--- src/rtl/od_line_if.sv ---
// Open-drain line driver signal bundle: bit request handshake, filtered bus levels, pad enable and status.
interface od_line_if;
  logic req_valid;
  logic req_bit;
  logic req_ready;
  logic scl_f;
  logic sda_f;
  logic abort;
  logic oe;
  logic done;
  logic conflict;

  modport slave (
    input  req_valid,
    input  req_bit,
    input  scl_f,
    input  sda_f,
    input  abort,
    output req_ready,
    output oe,
    output done,
    output conflict
  );

  modport master (
    output req_valid,
    output req_bit,
    output scl_f,
    output sda_f,
    output abort,
    input  req_ready,
    input  oe,
    input  done,
    input  conflict
  );
endinterface

--- src/rtl/od_line_driver.sv ---
// Drives one SDA bit per request after SCL has been low HOLD_CYCLES, then checks the readback at SCL high.
// oe moves HOLD_CYCLES edges after accept (SCL low); req_ready is high only while idle.
module od_line_driver #(
  parameter int HOLD_CYCLES   = 8,
  parameter int SETTLE_CYCLES = 4,
  parameter int CNT_W         = 8
) (
  input  logic      clk,
  input  logic      rstn,
  od_line_if.slave  bus
);

  typedef enum logic [2:0] {
    IDLE      = 3'd0,
    WAIT_LOW  = 3'd1,
    HOLD      = 3'd2,
    SETTLE    = 3'd3,
    WAIT_HIGH = 3'd4
  } state_e;

  localparam logic [CNT_W-1:0] HOLD_LD   = CNT_W'(HOLD_CYCLES);
  localparam logic [CNT_W-1:0] SETTLE_LD = CNT_W'(SETTLE_CYCLES);
  localparam logic [CNT_W-1:0] CNT_ONE   = CNT_W'(1);

  state_e           state_q, state_d;
  logic [CNT_W-1:0] cnt_q, cnt_d;
  logic             lvl_q, lvl_d;
  logic             oe_q, oe_d;
  logic             done_q, done_d;
  logic             conflict_q, conflict_d;
  logic             up_q, up_d;

  logic req_ready;
  logic accept;

  // up_q keeps req_ready low until the first edge after reset release.
  assign req_ready = (state_q == IDLE) && up_q;
  assign accept    = bus.req_valid && req_ready;

  always_comb begin
    state_d    = state_q;
    cnt_d      = cnt_q;
    lvl_d      = lvl_q;
    oe_d       = oe_q;
    done_d     = 1'b0;
    conflict_d = 1'b0;
    up_d       = 1'b1;

    if (bus.abort) begin
      state_d = IDLE;
      oe_d    = 1'b0;
    end else begin
      case (state_q)
        IDLE: begin
          if (accept) begin
            lvl_d   = bus.req_bit;
            cnt_d   = HOLD_LD;
            state_d = bus.scl_f ? WAIT_LOW : HOLD;
          end
        end
        WAIT_LOW: begin
          if (!bus.scl_f) begin
            cnt_d   = HOLD_LD;
            state_d = HOLD;
          end
        end
        HOLD: begin
          // Any SCL high glitch restarts the full hold window.
          if (bus.scl_f) begin
            cnt_d   = HOLD_LD;
            state_d = WAIT_LOW;
          end else if (cnt_q <= CNT_ONE) begin
            oe_d    = ~lvl_q;
            cnt_d   = SETTLE_LD;
            state_d = SETTLE;
          end else begin
            cnt_d = cnt_q - CNT_ONE;
          end
        end
        SETTLE: begin
          if (cnt_q <= CNT_ONE) begin
            state_d = WAIT_HIGH;
          end else begin
            cnt_d = cnt_q - CNT_ONE;
          end
        end
        WAIT_HIGH: begin
          if (bus.scl_f) begin
            done_d     = 1'b1;
            conflict_d = (bus.sda_f != lvl_q);
            state_d    = IDLE;
          end
        end
        default: begin
          state_d = IDLE;
          oe_d    = 1'b0;
        end
      endcase
    end
  end

  always_ff @(posedge clk or posedge rstn) begin
    if (rstn) begin
      state_q    <= IDLE;
      cnt_q      <= '0;
      lvl_q      <= 1'b1;
      oe_q       <= 1'b0;
      done_q     <= 1'b0;
      conflict_q <= 1'b0;
      up_q       <= 1'b0;
    end else begin
      state_q    <= state_d;
      cnt_q      <= cnt_d;
      lvl_q      <= lvl_d;
      oe_q       <= oe_d;
      done_q     <= done_d;
      conflict_q <= conflict_d;
      up_q       <= up_d;
    end
  end

  assign bus.req_ready = req_ready;
  assign bus.oe        = oe_q;
  assign bus.done      = done_q;
  assign bus.conflict  = conflict_q;

endmodule

--- src/flat_wrapper.sv ---
// flat-port wrapper written by rule: the top's interface ports become plain ports
module od_line_driver_flat 
#(
  parameter int HOLD_CYCLES   = 8,
  parameter int SETTLE_CYCLES = 4,
  parameter int CNT_W         = 8
)
  (clk, rstn, bus_req_valid, bus_req_bit, bus_scl_f, bus_sda_f, bus_abort, bus_req_ready, bus_oe, bus_done, bus_conflict);
  od_line_if bus_i ();
  input  logic clk;
  input  logic rstn;
  input wire logic [$bits(bus_i.req_valid)-1:0] bus_req_valid;
  input wire logic [$bits(bus_i.req_bit)-1:0] bus_req_bit;
  input wire logic [$bits(bus_i.scl_f)-1:0] bus_scl_f;
  input wire logic [$bits(bus_i.sda_f)-1:0] bus_sda_f;
  input wire logic [$bits(bus_i.abort)-1:0] bus_abort;
  output wire logic [$bits(bus_i.req_ready)-1:0] bus_req_ready;
  output wire logic [$bits(bus_i.oe)-1:0] bus_oe;
  output wire logic [$bits(bus_i.done)-1:0] bus_done;
  output wire logic [$bits(bus_i.conflict)-1:0] bus_conflict;
  assign bus_i.req_valid = bus_req_valid;
  assign bus_i.req_bit = bus_req_bit;
  assign bus_i.scl_f = bus_scl_f;
  assign bus_i.sda_f = bus_sda_f;
  assign bus_i.abort = bus_abort;
  assign bus_req_ready = bus_i.req_ready;
  assign bus_oe = bus_i.oe;
  assign bus_done = bus_i.done;
  assign bus_conflict = bus_i.conflict;
  od_line_driver #(.HOLD_CYCLES(HOLD_CYCLES), .SETTLE_CYCLES(SETTLE_CYCLES), .CNT_W(CNT_W)) u_core (.clk(clk), .rstn(rstn), .bus(bus_i));
endmodule
--- config.mk ---
export PLATFORM = sky130hd
export DESIGN_NAME = od_line_driver_flat
export DESIGN_NICKNAME = d
export VERILOG_FILES = /design/src/rtl/od_line_if.sv /design/src/rtl/od_line_driver.sv /design/src/flat_wrapper.sv
export SDC_FILE = /design/constraint.sdc
export NUM_CORES = 1
export LEC_CHECK = 0
export BUFFER_PORTS_ARGS = -buffer_cell sky130_fd_sc_hd__buf_4
export CORE_MARGIN = 5
export CORE_UTILIZATION = 55
export DETAILED_ROUTE_END_ITERATION = 10
export PLACE_DENSITY_LB_ADDON = 0.08
export SYNTH_ARGS = -nofsm -noshare
export SYNTH_HDL_FRONTEND = slang
export SYNTH_SLANG_ARGS = --single-unit
--- constraint.sdc ---
create_clock -name clk -period 2.7 [get_ports clk]
set_clock_uncertainty 0.1 [all_clocks]
set_input_delay 0.135 -clock clk [delete_from_list [all_inputs] [get_ports clk]]
set_output_delay 0.135 -clock clk [all_outputs]
set_load 0.01 [all_outputs]
Word-level counts from Yosys, hierarchy flattened
Cells that the tools add are included.
{"block": "classes", "n_eq_ne": 16, "magnitude_cmp": 1, "addsub": 1, "mux": 25, "n_bitwise": 2, "reduce_logical": 9}
{"operator": "$mux 8", "n": 5}
{"operator": "$pmux 8 s4", "n": 1}
{"operator": "$mux 3", "n": 7}
{"operator": "$pmux 3 s5", "n": 1}
{"operator": "$reduce_and 5->1", "n": 2}
{"operator": "$mux 1", "n": 9}
{"operator": "$ne 3x2->1 const B", "n": 3}
{"operator": "$ne 3x3->1 const B", "n": 3}
{"operator": "$le 8x1->1 const B", "n": 1}
{"operator": "$sub 8x1->8 const B", "n": 1}
{"operator": "$eq 3x2->1 const B", "n": 2}
{"operator": "$reduce_and 3->1", "n": 2}
{"operator": "$ne 2x1->1 const B", "n": 2}
{"operator": "$ne 2x2->1 const B", "n": 2}
{"operator": "$ne 4x3->1 const B", "n": 1}
{"operator": "$reduce_bool 4->1", "n": 1}
{"operator": "$reduce_or 4->1", "n": 1}
{"operator": "$eq 3x1->1 const B", "n": 1}
{"operator": "$eq 3x3->1 const B", "n": 1}
{"operator": "$logic_not 3->1", "n": 1}
{"operator": "$logic_and 1x1->1", "n": 2}
{"operator": "$mux 2", "n": 1}
{"operator": "$not 1->1", "n": 2}
{"operator": "$pmux 1 s2", "n": 1}
{"operator": "$ne 1x1->1", "n": 1}
{"block": "totals", "ff_bits": 16, "in_bits": 7, "output_inout_bits": 4, "word_cells": 61}

Logic depth before layout (Yosys ltp)
{"block": "logic_depth", "depth_word": 6, "depth_mapped": 7, "ltp_nobuf": 6}

Least setup slack after synthesis
OpenSTA, ideal clock, no wires.
{"block": "synth_timing", "path_type": "register to register", "start": "register u_core.cnt_q[0]", "end": "register u_core.cnt_q[3]", "arrival_ns": 1.620, "path_slack_ns": 0.860, "setup_ns": 0.121, "synth_period_minus_slack_ns": 1.840, "path_stages_with_launch": 8, "n_path_buf": 1, "required_time_ns": 2.479, "path_cell_list": "dfrtp_1 > inv_1 > ha_1 > or2_4 > and3_1 > buf_6 > a211o_1 > a22o_1"}
{"block": "synth_via", "elab_chain_cells": 4, "word_cells_on_any_way": 8, "cone_classes": "add/sub: 1; order compare: 1; eq/ne: 1; mux: 4; reduce/logical: 1"}
{"element": "from (decl)", "line_no": "od_line_driver.sv:26", "text": "logic [CNT_W-1:0] cnt_q, cnt_d;"}
{"element": "from (signal assigned)", "line_no": "od_line_driver.sv:113", "text": "cnt_q <= cnt_d;"}
{"element": "$sub 8x1->8 / $le 8x1->1 (equally long branches)"}
{"element": "$mux 8", "line_no": "od_line_driver.sv:72", "text": "end else if (cnt_q <= CNT_ONE) begin"}
{"element": "$mux 8", "line_no": "od_line_driver.sv:69", "text": "if (bus.scl_f) begin"}
{"element": "$pmux 8 s4", "line_no": "od_line_driver.sv:53", "text": "case (state_q)"}
Parallel ways exist; a longest one is shown, timed or not. The select of a mux whose other input is x is not followed.
A chain may end at the register's enable or synchronous reset.

Final worst setup path
Ends and elaborated chain as after synthesis.

==> flow_summary.toml <==
[finish]
n_antenna_cell = 0
area_growth_syn_to_layout_pct = 14.58
final_common_cell = "dfrtp_1"
final_cell_mix = "dfrtp_1, buf_4, nand2_1"
drive_gt1_share_pct = 19.51
fin_util_pct = 68.01
fillers = 156
final_area_um2 = 1200
finalNonFillerCells = 148
final_nets = 133

[worst_setup_path]
crit_type = "register to register"
crit_path_cell_trace = "inv_1 -> ha_1 -> or2_4 -> and3_1 -> a211o_1 -> a22o_1"
reg2reg_depth = 6
end_kind = "register"
critPathMaxFanout = 6
crit_path_max_incr_delay_ns = 0.41
cp_slowest_cell = "dfrtp_1"
r2r_slack_ns = 0.72
start_kind = "register"
cp.arrival_ns = 2.08
required_ns = 2.80
r2r_end = "u_core.cnt_q[3]"
r2r-start = "u_core.cnt_q[0]"

[synthesis]
synth_fa_ha_area_share_pct = 2.389
syn_nets = 119
synth_top_family_by_area = "compound AO/OA/AOI/OAI gates"
synth_edf_count = 0
synth_cell_types = 52
synthMuxAreaShare_pct = 2.151
synth_area_um2 = 1047
synth_ff_type = "dfrtp_1"
synthSimpleGateAreaFrac_pct = 25.21
synth-compound-area-share_pct = 25.69
synth-seq-cells = 16
synth_xor_xnor_area_share_pct = 0.8363
synth_cells = 110
ys_warn_count = 0
synth_seq_area_share_pct = 38.35
synthArstFlopShare_pct = 100.0
syn_area_per_cell_um2 = 9.520

[sta]
fin_crit_sh_pct = 73.44
period_minus_slack_ns = 1.983
worst_slew_pin_slew_ns = 0.6097
max_freq_mhz = 504.3
final_hold_viol_count = 0
drv_slew = 0
setup-violations-final = 0
setup_tns_ns = 0
slew_headroom_pct = 59.31
rsz0062_at_grt = "no"

[routing]
drc = 0
antenna_left = 0
num_vias = 941
routed_wl_um = 2353
drtPass1Iterations = 4
drtIter0Drc = 59
wl_per_cell_um = 15.90
viasPerCell = 6.358

[grt]
gr-total-overflow = 0
grt_max_degree = 17
grt_pass1_wl_um = 3898
antenna_found_initial = 0
grt_pass1_vias = 868
grt_usage_pct = 19.17

[power_and_ir_drop]
p_leak_nw = 0.4750
p_sw_w = 0.0004145
switching_share_pct = 42.80
internal_power_w = 0.0005541
ir_worst_vdd_uv = 451.5
powerDensity_nw_per_um2 = 807.2
p_seq_share_pct = 38.7
pwr-share-comb_pct = 43.9
clkPwrFrac_pct = 17.4

[clocking]
cts_setup_buffers = 0
cts_resized = 0
holdBufCountCts = 4
clk_pin_slew_ns = 0.11
clockRootBuffer = "clkbuf_4"
clock_latency_ns = 0.30
numCtsBuffers = 3
clkSinkCount = 16
cts_tree = "done"
clockBufferDepth = 2
cts_htree_levels = 1

[die]
die_w_um = 53.64
placementRows = 15
io_pins = 11
initial_utilization_pct = 59.36
core_area_um2 = 1764
die_h_um = 53.64
die_area_um2 = 2877

[min_path]
min_path_cells = 3
holdCritStartpoint = "bus_scl_f"
holdPathEnd = "u_core.bus.done"
hold_path.class = "primary input to register"

[place]
place_area_um2 = 1124
post-place-cells = 140
place_congestion = 0.8084
port_buffers = 10
dp_hpwl_um = 1651

[run_status]
outcome = "finished clean"

[job]
maxCapViolations = 0
-- cell type report --
class                   instances  area (µm²)  share of cell area [%]
multi-input cells              83       593.1                   49.43
inverters                       6       22.52                   1.877
clock buffers                   4       36.28                   3.024
flip-flops and latches         16       401.6                   33.47
repair buffers                 14       115.1                   9.593
well taps                      25       31.28                   2.607
-- cells by family after synthesis --
family	count (synthesis)
compound gates	35
xor+xnor	1
fa+ha+maj	2
buf+inv	11
flops	16
mux	2
other cells	1
simple gates	42
-- synth_stat cells (3+ instances only) --
cell type	number	share of area, %
a31oi_1	6	3.6
a41oi_1	4	3.3
buf_2	3	1.4
dfrtp_1	15	36
inv_1	5	1.8
nand2_1	8	2.9
nand2b_1	3	1.8
nor2_1	6	2.2
nor3_1	6	2.9
o211ai_1	4	2.9
o21ai_0	5	2.4
-- power groups by stage --
stage               logic, W  clock network (W)  registers, W
floorplan           0.000347                  0      0.000354
global placement    0.000393                  0      0.000376
detailed placement  0.000407                  0      0.000378
CTS                 0.000415           0.000167      0.000373
global route        0.000465           0.000180      0.000386
finish              0.000425           0.000168      0.000375
-- critical path, delay by kind of cell, from the launching register on --
family	cells	cell delay [ns]
compound gates	2	0.51
fa+ha+maj	1	0.26
buf+inv	1	0.09
flops	1	0.41
simple gates	2	0.52
-- worst max-delay path by stage --
stage | from | to | slack (ns) | depth (start not counted)
after floorplan | u_core.cnt_q[0] | u_core.cnt_q[3] | 0.86 | 7
after detailed placement | u_core.cnt_q[0] | u_core.cnt_q[3] | 0.76 | 6
final | u_core.cnt_q[0] | u_core.cnt_q[3] | 0.72 | 6
after global placement | u_core.cnt_q[0] | u_core.cnt_q[3] | 0.84 | 6
after global routing | u_core.cnt_q[0] | u_core.cnt_q[7] | 0.59 | 6
after CTS | u_core.cnt_q[0] | u_core.cnt_q[3] | 0.75 | 6
-- flip-flops by register name (all words and copies together), names as in the netlist --
signal,flops
u_core.cnt_q,8
u_core.state_q,3
u_core.bus.conflict,1
u_core.bus.done,1
u_core.bus.oe,1
u_core.lvl_q,1
u_core.up_q,1
-- metal layers --
metal | GRT usage (%) | share of wire (%)
met1 | 25.43 | 45
met2 | 30.20 | 46
met3 | 2.493 | 6.6
met4 | 10.21 | 2.9
met5 | 0 | 0
-- stage by stage --
step | setup slack (ns) | hold WS [ns] | total power [W]
floorplan | 0.8595 | -0.05198 | 0.0007010
global route | 0.5924 | 0.09338 | 0.001031
CTS | 0.7472 | 0.08162 | 0.0009543
finish | 0.7172 | 0.08714 | 0.0009686
global placement | 0.8439 | 0.1348 | 0.0007685
detailed placement | 0.7579 | 0.1434 | 0.0007848
(Power assumes the default switching activity.)
